[src/rtl/riscv_v_pkg.sv]
`default_nettype none
// ============================================================================
// Module      : riscv_v_pkg
// Description : Shared types and widths for the vector multiply controller.
//               Holds the controller state encoding, the beat counter width,
//               and the multiplier operand/result widths.
// Revision    : 1.0 - initial release
// ============================================================================
package riscv_v_pkg;

    // Beat count field width; a command carries beats_m1 in this many bits.
    localparam int MUL_CTRL_BEATS_W = 3;

    // Multiplier operand format: 128 data + 16 sign-ext + 16 merge bits.
    localparam int MUL_OP_W    = 160;
    localparam int MUL_RES_W   = 128;
    localparam int MUL_OSIZE_W = 5;

    typedef enum logic [1:0] {
        MUL_CTRL_IDLE  = 2'd0,
        MUL_CTRL_ISSUE = 2'd1,
        MUL_CTRL_DRAIN = 2'd2
    } mul_ctrl_state_e;

endpackage
`default_nettype wire

[src/rtl/riscv_v_mul_res_fifo.sv]
`default_nettype none
// ============================================================================
// Module      : riscv_v_mul_res_fifo
// Description : Synchronous result FIFO for the multiply controller.
//               Write side has no ready: the upstream credit scheme
//               guarantees a write never arrives when the FIFO is full.
// Ports       : clk, rst        - clock, synchronous active-high reset
//               i_wr_valid/data - push request and payload
//               o_rd_valid/data - head entry present / head payload
//               i_rd_ready      - consumer accepts head entry
//               o_count         - number of stored entries
// Revision    : 1.0 - initial release
// ============================================================================
module riscv_v_mul_res_fifo #(
    parameter int WIDTH = 129,
    parameter int DEPTH = 4
) (
    input  logic                       clk,
    input  logic                       rst,
    input  logic                       i_wr_valid,
    input  logic [WIDTH-1:0]           i_wr_data,
    output logic                       o_rd_valid,
    input  logic                       i_rd_ready,
    output logic [WIDTH-1:0]           o_rd_data,
    output logic [$clog2(DEPTH):0]     o_count
);

    localparam int c_AW = (DEPTH > 1) ? $clog2(DEPTH) : 1;
    localparam int c_CW = $clog2(DEPTH) + 1;

    logic [WIDTH-1:0] r_mem [DEPTH];
    logic [c_AW-1:0]  r_wptr;
    logic [c_AW-1:0]  r_rptr;
    logic [c_CW-1:0]  r_count;

    logic w_push;
    logic w_pop;

    assign w_push     = i_wr_valid;
    assign w_pop      = o_rd_valid & i_rd_ready;
    assign o_rd_valid = (r_count != '0);
    assign o_rd_data  = r_mem[r_rptr];
    assign o_count    = r_count;

    function automatic logic [c_AW-1:0] ptr_next(input logic [c_AW-1:0] ptr);
        ptr_next = (ptr == c_AW'(DEPTH - 1)) ? '0 : ptr + c_AW'(1);
    endfunction

    always_ff @(posedge clk) begin
        if (w_push) begin
            r_mem[r_wptr] <= i_wr_data;
        end
    end

    always_ff @(posedge clk) begin
        if (rst) begin
            r_wptr  <= '0;
            r_rptr  <= '0;
            r_count <= '0;
        end else begin
            if (w_push) begin
                r_wptr <= ptr_next(r_wptr);
            end
            if (w_pop) begin
                r_rptr <= ptr_next(r_rptr);
            end
            // Simultaneous push and pop leaves the occupancy unchanged.
            case ({w_push, w_pop})
                2'b10:   r_count <= r_count + c_CW'(1);
                2'b01:   r_count <= r_count - c_CW'(1);
                default: r_count <= r_count;
            endcase
        end
    end

    a_no_overflow : assert property (@(posedge clk) disable iff (rst)
        w_push |-> (r_count != c_CW'(DEPTH)));

    a_no_underflow : assert property (@(posedge clk) disable iff (rst)
        w_pop |-> (r_count != '0));

endmodule
`default_nettype wire

[src/rtl/riscv_v_mul_ctrl.sv]
`default_nettype none
// ============================================================================
// Module      : riscv_v_mul_ctrl
// Description : Multi-beat command controller for the vector multiplier.
//               Accepts a command (flags, output size, beat count), issues
//               one operand pair per beat to the external multiplier, pipes
//               each result through MUL_LAT register stages into a result
//               FIFO and hands results out in issue order with res_last on
//               the final beat.
// Ports       : clk, rst                - clock, synchronous active-high reset
//               cmd_*                   - command handshake and fields
//               op_*                    - per-beat operand handshake
//               mul_*                   - combinational multiplier drive/result
//               res_*                   - result handshake, data, last flag
//               busy                    - command or results outstanding
// Revision    : 1.0 - initial release
// ============================================================================
module riscv_v_mul_ctrl
    import riscv_v_pkg::*;
#(
    parameter int MUL_LAT    = 2,
    parameter int FIFO_DEPTH = 4
) (
    input  logic                        clk,
    input  logic                        rst,
    input  logic                        cmd_valid,
    output logic                        cmd_ready,
    input  logic                        cmd_is_high,
    input  logic                        cmd_is_signed,
    input  logic [MUL_OSIZE_W-1:0]      cmd_osize_vector,
    input  logic [MUL_CTRL_BEATS_W-1:0] cmd_beats_m1,
    input  logic                        op_valid,
    output logic                        op_ready,
    input  logic [MUL_OP_W-1:0]         op_srca,
    input  logic [MUL_OP_W-1:0]         op_srcb,
    output logic                        mul_is_mul,
    output logic                        mul_is_high,
    output logic                        mul_is_signed,
    output logic [MUL_OSIZE_W-1:0]      mul_osize_vector,
    output logic [MUL_OP_W-1:0]         mul_srca,
    output logic [MUL_OP_W-1:0]         mul_srcb,
    input  logic [MUL_RES_W-1:0]        mul_result,
    output logic                        res_valid,
    input  logic                        res_ready,
    output logic [MUL_RES_W-1:0]        res_data,
    output logic                        res_last,
    output logic                        busy
);

    localparam logic [1:0] c_ST_IDLE  = MUL_CTRL_IDLE;
    localparam logic [1:0] c_ST_ISSUE = MUL_CTRL_ISSUE;
    localparam logic [1:0] c_ST_DRAIN = MUL_CTRL_DRAIN;

    localparam int c_CNT_W   = MUL_CTRL_BEATS_W + 1;
    localparam int c_FIFO_CW = $clog2(FIFO_DEPTH) + 1;
    localparam int c_CRED_W  = $clog2(FIFO_DEPTH + MUL_LAT + 1) + 1;
    localparam int c_ENTRY_W = MUL_RES_W + 1;

    logic [1:0]             r_state;
    logic [c_CNT_W-1:0]     r_beats;
    logic                   r_is_high;
    logic                   r_is_signed;
    logic [MUL_OSIZE_W-1:0] r_osize;

    logic [MUL_LAT-1:0]     r_stg_vld;
    logic [c_ENTRY_W-1:0]   r_stg_data [MUL_LAT];

    logic                   w_fire;
    logic                   w_last_beat;
    logic [c_CRED_W-1:0]    w_inflight;
    logic [c_CRED_W-1:0]    w_used;
    logic                   w_credit_ok;
    logic                   w_fifo_valid;
    logic [c_ENTRY_W-1:0]   w_fifo_data;
    logic [c_FIFO_CW-1:0]   w_fifo_count;
    logic                   w_pop_last;

    // Credit counts come from registers only, so a pop in this cycle
    // frees its slot for issue in the following cycle.
    always_comb begin
        w_inflight = '0;
        for (int i = 0; i < MUL_LAT; i++) begin
            w_inflight = w_inflight + {{(c_CRED_W-1){1'b0}}, r_stg_vld[i]};
        end
    end

    assign w_used      = w_inflight + c_CRED_W'(w_fifo_count);
    assign w_credit_ok = (w_used < c_CRED_W'(FIFO_DEPTH));

    assign cmd_ready   = (r_state == c_ST_IDLE);
    assign op_ready    = (r_state == c_ST_ISSUE) && w_credit_ok;
    assign w_fire      = op_valid & op_ready;
    assign w_last_beat = (r_beats == c_CNT_W'(1));

    assign mul_is_mul       = w_fire;
    assign mul_is_high      = r_is_high;
    assign mul_is_signed    = r_is_signed;
    assign mul_osize_vector = r_osize;
    assign mul_srca         = op_srca;
    assign mul_srcb         = op_srcb;

    assign res_valid  = w_fifo_valid;
    assign res_data   = w_fifo_data[c_ENTRY_W-1:1];
    assign res_last   = w_fifo_valid & w_fifo_data[0];
    assign w_pop_last = w_fifo_valid & res_ready & w_fifo_data[0];

    assign busy = (r_state != c_ST_IDLE) || (|r_stg_vld) || w_fifo_valid;

    always_ff @(posedge clk) begin
        if (rst) begin
            r_state     <= c_ST_IDLE;
            r_beats     <= '0;
            r_is_high   <= 1'b0;
            r_is_signed <= 1'b0;
            r_osize     <= '0;
        end else begin
            case (r_state)
                c_ST_IDLE: begin
                    if (cmd_valid) begin
                        r_is_high   <= cmd_is_high;
                        r_is_signed <= cmd_is_signed;
                        r_osize     <= cmd_osize_vector;
                        r_beats     <= {1'b0, cmd_beats_m1} + c_CNT_W'(1);
                        r_state     <= c_ST_ISSUE;
                    end
                end
                c_ST_ISSUE: begin
                    if (w_fire) begin
                        r_beats <= r_beats - c_CNT_W'(1);
                        if (w_last_beat) begin
                            r_state <= c_ST_DRAIN;
                        end
                    end
                end
                c_ST_DRAIN: begin
                    if (w_pop_last) begin
                        r_state <= c_ST_IDLE;
                    end
                end
                default: r_state <= c_ST_IDLE;
            endcase
        end
    end

    // Result stages shift every cycle; the credit rule keeps the FIFO from
    // overflowing, so no stall path is needed.
    always_ff @(posedge clk) begin
        if (rst) begin
            r_stg_vld <= '0;
        end else begin
            r_stg_vld[0] <= w_fire;
            for (int i = 1; i < MUL_LAT; i++) begin
                r_stg_vld[i] <= r_stg_vld[i-1];
            end
        end
    end

    always_ff @(posedge clk) begin
        r_stg_data[0] <= {mul_result, w_last_beat};
        for (int i = 1; i < MUL_LAT; i++) begin
            r_stg_data[i] <= r_stg_data[i-1];
        end
    end

    riscv_v_mul_res_fifo #(
        .WIDTH (c_ENTRY_W),
        .DEPTH (FIFO_DEPTH)
    ) u_res_fifo (
        .clk        (clk),
        .rst        (rst),
        .i_wr_valid (r_stg_vld[MUL_LAT-1]),
        .i_wr_data  (r_stg_data[MUL_LAT-1]),
        .o_rd_valid (w_fifo_valid),
        .i_rd_ready (res_ready),
        .o_rd_data  (w_fifo_data),
        .o_count    (w_fifo_count)
    );

endmodule
`default_nettype wire

[config.mk]
export PLATFORM = sky130hd
export DESIGN_NAME = riscv_v_mul_ctrl
export DESIGN_NICKNAME = d
export VERILOG_FILES = /design/src/rtl/riscv_v_pkg.sv /design/src/rtl/riscv_v_mul_res_fifo.sv /design/src/rtl/riscv_v_mul_ctrl.sv
export SDC_FILE = /design/constraint.sdc
export NUM_CORES = 1
export LEC_CHECK = 0
export CORE_AREA = 4 4 359 361
export CTS_BUF_LIST = sky130_fd_sc_hd__clkbuf_4
export DETAILED_ROUTE_END_ITERATION = 8
export DIE_AREA = 0 0 363 365
export GPL_ROUTABILITY_DRIVEN = 0
export PLACE_DENSITY = 0.57
export SLEW_MARGIN = 10
export SYNTH_ARGS = -nofsm -noshare
export SYNTH_HDL_FRONTEND = slang
export SYNTH_SLANG_ARGS = --single-unit
[constraint.sdc]
create_clock -name clk -period 3.8 [get_ports clk]
set_clock_uncertainty 0.05 [all_clocks]
set_input_delay 0.95 -clock clk [delete_from_list [all_inputs] [get_ports clk]]
set_output_delay 0.95 -clock clk [all_outputs]
set_load 0.05 [all_outputs]
==> results by stage <==
Status:
- The flow ran to the end, and the final reports show no timing, DRC or antenna violations.

Routing:
- The post-route DRC violation count is 0.
- The via density per instance is 3.793.
- Summed over all layers, the routed wires come to 86,060 um.
- The remaining antenna violation count is 0.
- The detailed-route wire length per cell is 25.28 um.
- The detailed-routing iteration count for the pre-antenna-repair pass is 4.
- The total vias in the final route is 12,910.
- The number of DRC markers in iteration 0 is 782.

Timing:
- Setup slack on the critical path of the routed design comes to 158.0 ps.
- The smallest clock period supported by the final layout is computed as 3642 ps.
- Headroom to the max-slew limit came out at 0.4636.
- The max-slew violation total from the final report is 0.
- The worst hold margin is 259.3 ps.
- The final sum of negative setup slack is 0 ps.
- The final count of hold timing violations is 0.
- Static timing analysis puts the maximum clock frequency at 274.6 MHz.
- Of the available clock period, the critical path in the final layout requires 0.9584.
- Setup violations remaining at the end of the flow were counted as 0.
- The slew at the pin closest to its max-slew limit is 807.9 ps.
- Setup repair after global routing could not meet its margin everywhere.

Critical path:
- Counting both buffers and inverters, the worst setup path holds a total of 4.
- In this design, the critical path's most frequently occurring cell is buf_8.
- The critical register-to-register path endpoint is u_res_fifo.o_count[2].
- The worst register-to-register path begins at u_res_fifo.o_count[1].
- The worst register-to-register path has a depth of 9.
- The type of element launching the critical path is a register.
- The arrival time at the worst endpoint is 2640 ps.
- The largest single stage delay on the critical path is 570 ps.
- At the worst endpoint, the required time is 2800 ps.
- The kind of capture point of the worst setup path is an output port.
- The family with the most delay on the worst path is buffers and inverters.
- In this run the worst path has a maximum fanout of 8.
- By startpoint and endpoint, the worst setup path is classified as reg2out.
- For flop-to-flop paths, the worst setup slack is 1480 ps.
- Traced cell by cell, the critical path runs through buf_12 -> buf_8 -> buf_16 -> mux4_2 -> buf_8.
- The slowest stage cell on the critical path is mux4_2.

Synth:
- The total standard cell area after synthesis is 27,340 um2.
- The multiplexer share of the synthesized area is 0.1066.
- When the netlist entered floorplanning its net count stood at 1,871.
- By area, the combinational part of the netlist is dominated by multiplexers.
- Of the total synthesized cell area, the portion taken by AND, OR, NAND and NOR gates is 0.01057.
- Of the total synthesized cell area, the portion taken by full adders, half adders and majority gates is 0.005309.
- Dividing the synthesized area by the synthesized cell count gives 19.57 um2.
- Yosys mapped the design onto 36 distinct sky130hd cell types.
- After synthesis, the share of flip-flops with an asynchronous set or reset is 0.
- The portion of the post-synthesis area used by sequential elements is 0.7733.
- The number of enable flip-flop cells after synthesis is 516.
- The yosys synthesis warning count is 0.
- The complex-gate fraction of the synthesized area is 0.006911.
- In the synthesized netlist the dominant register cell turns out to be edfxtp_1.
- The cell count after synthesis came out at 1,397.
- After synthesis the netlist holds a flip-flop and latch count of 798.
- The post-synthesis share of cell area spent on xor and xnor gates is 0.0009611.

Clocking:
- The clock drives 798 sinks.
- The number of H-tree levels is 4.
- After clock tree synthesis, the flow added hold-fix buffers numbering 0.
- The clock tree root buffer cell is clkbuf_4.
- After clock tree synthesis, the clock-pin slew on the worst setup and hold paths is 70 ps.
- TritonCTS built the clock tree.
- The number of buffers created by CTS is 196.
- The number of buffers between clock root and the deepest sink is 3.
- The source-to-sink clock delay at the later pin of the worst-skew pair is 1070 ps.

Flow run:
- Across the run, the number of max-cap violations was 0.

Floorplan:
- The floorplan step defined a core boundary enclosing 125,400 um2.
- Row generation in the floorplan step produced 130 rows.
- The die covers 132,500 um2.
- During I/O placement, the number of pins put on the boundary was 924.
- From bottom edge to top edge, the die measures 365 um.
- The effective utilization at floorplan is 0.2180.
- From left edge to right edge, the die measures 363 um.

Place:
- The cell area reported after detailed placement is 29,780 um2.
- The placed wire-length estimate after detailed placement is 61,510 um.
- Prior to clock tree synthesis, the placed netlist has a worst setup slack of 528.9 ps.
- In this run the tool buffered the top-level ports with 283 buffer cells.

Pwr:
- The share of total power dissipated in combinational logic is 0.069.
- The share of total power dissipated in the clock network is 0.409.
- The fraction of power spent switching nets is 0.2347.
- The internal portion of the total power is 0.01394 W.
- In this run the static leakage power is 11.22 nW.
- The reported net switching power is 0.004276 W.
- The share of total power dissipated in sequential elements is 0.523.
- VDD sags by at most 0.2177 mV.
- The power per cell area is 551.3 nW/um2.

Global routing:
- The global-route congestion overflow total is 0.
- The first global-routing pass estimated 113,900 um of wire.
- In the global route stage, overall resource usage came out at 0.1255.
- The number of antenna violations at the first check in global routing is 22.
- The via count of the first global-routing pass is 13,840.
- Entering global routing, the biggest net connects 63 pins.

Layout:
- After the last flow step, the layout net total stands at 2,049.
- The register cell area after layout is 21,150 um2.
- Of the cells placed in the final design, the portion with a size suffix greater than 1 is 0.3654.
- Fill cells in the final layout number 12,510.
- After routing the design area is 33,050 um2.
- The area growth from synthesis to layout is 20.90%.
- The area occupied by multi-input gates is 3588 um2.

Hold path:
- The path with the worst hold slack has its endpoint at r_stg_data[0][143].
- The startpoint of the most critical hold path is r_stg_data[0][14].
- The worst hold path passes through 0 cells.
- The tightest min-delay check is of the reg2reg type.
power by group through the flow:
| stage | combinational [W] | clock (W) | sequential, W |
|---|---|---|---|
| 2_1_floorplan | 0.00156 | 0 | 0.00968 |
| 3_3_place_gp | 0.00116 | 0 | 0.00970 |
| 3_5_place_dp | 0.00116 | 0 | 0.00972 |
| 4_1_cts | 0.00127 | 0.00777 | 0.00952 |
| 5_1_grt | 0.00132 | 0.00824 | 0.00954 |
| 6_report | 0.00125 | 0.00745 | 0.00952 |
metrics by stage:
step | cells | utilization | power [W]
2_1_floorplan | 1397 | - | 0.01124
3_3_place_gp | 2998 | 0.2375 | 0.01086
3_5_place_dp | 2998 | 0.2375 | 0.01088
4_1_cts | 3397 | 0.2637 | 0.01857
5_1_grt | 3401 | 0.2635 | 0.01909
6_report | 3405 | 0.2636 | 0.01822
Yosys cell counts, types with 3 or more instances:
master    count  share of area
nand2_1      19         0.0026
a21oi_1      17         0.0031
nor3b_1       4         0.0011
buf_1         9         0.0012
inv_1        11         0.0015
buf_2         7         0.0013
nor2_1       14         0.0019
clkbuf_1      6        0.00082
ha_1         10         0.0046
mux4_2      129           0.11
edfxtp_1    516           0.57
o21ai_0       4        0.00073
buf_4       333          0.091
or3_1         4        0.00092
and2_1        5         0.0011
nand3_1       3        0.00055
dfxtp_1     282           0.21
cells by family (layout without fill, tap and decap cells):
kind of cell / count (synthesis) / in the layout
compound gates: 31 / 31
other cells: 0 / 6
simple gates: 58 / 58
xor+xnor: 3 / 3
buf+inv: 366 / 718
flops: 798 / 798
fa+ha+maj: 11 / 11
mux: 130 / 130
layout by cell type, fill, tap and decap left out, drive strengths merged, types with 3 or more instances in the layout:
cell type      synthesis  routed
edfxtp               516     516
clkbuf                 6     291
dfxtp                282     282
buf                  349     175
clkdlybuf4s50          0     150
mux4                 129     129
clkinv                 0      69
nand2                 19      19
inv                   11      18
a21oi                 17      17
nor2                  14      14
ha                    10      10
bufinv                 0       7
diode                  0       6
and2                   5       5
nor3b                  4       4
o21ai                  4       4
dlygate4sd2            0       4
or3                    4       4
nand3                  3       3
flip-flops by register name (all words and copies together), names as in the netlist, 3 cells and up, named ones only:
name                count
u_res_fifo.r_mem      516
r_stg_data            258
mul_osize_vector        5
r_beats                 4
u_res_fifo.o_count      3
cell type report:
cell class	instances	share of cell area
sequential	798	0.6398
multi-input combinational	233	0.1086
timing repair buffer	335	0.1046
clock buffer	287	0.06519
tap	1650	0.06246
clock inverter	85	0.01764
inverter	11	0.001249
antenna	6	0.0004543
what timing repair did:
action / in CTS / in global routing
resized for setup: 316 / 48
setup buffers: 19 / 3
gates cloned: 8 / 1
endpoints found under the setup margin: 130 / 70
worst max path at each step:
stage	cells past startpoint	slack [ps]	from	end
2_1_floorplan	2	1110	r_state[1]	busy
3_3_place_gp	5	540	op_valid	mul_is_mul
3_5_place_dp	5	530	op_valid	mul_is_mul
4_1_cts	4	-130	register	res_data[22]
5_1_grt	5	-60	register	res_data[120]
6_report	5	160	register	res_data[120]
metal layers:
metal  global-route usage  share of wire  vias to the layer above
met3               0.1096           0.19                      198
met4              0.05614          0.037                        6
met5              0.01961         0.0036                        -
met1               0.1285           0.35                     6343
met2               0.1779           0.43                      939
li1                     -              -                     5428
Power figures use the tool's default switching activity.
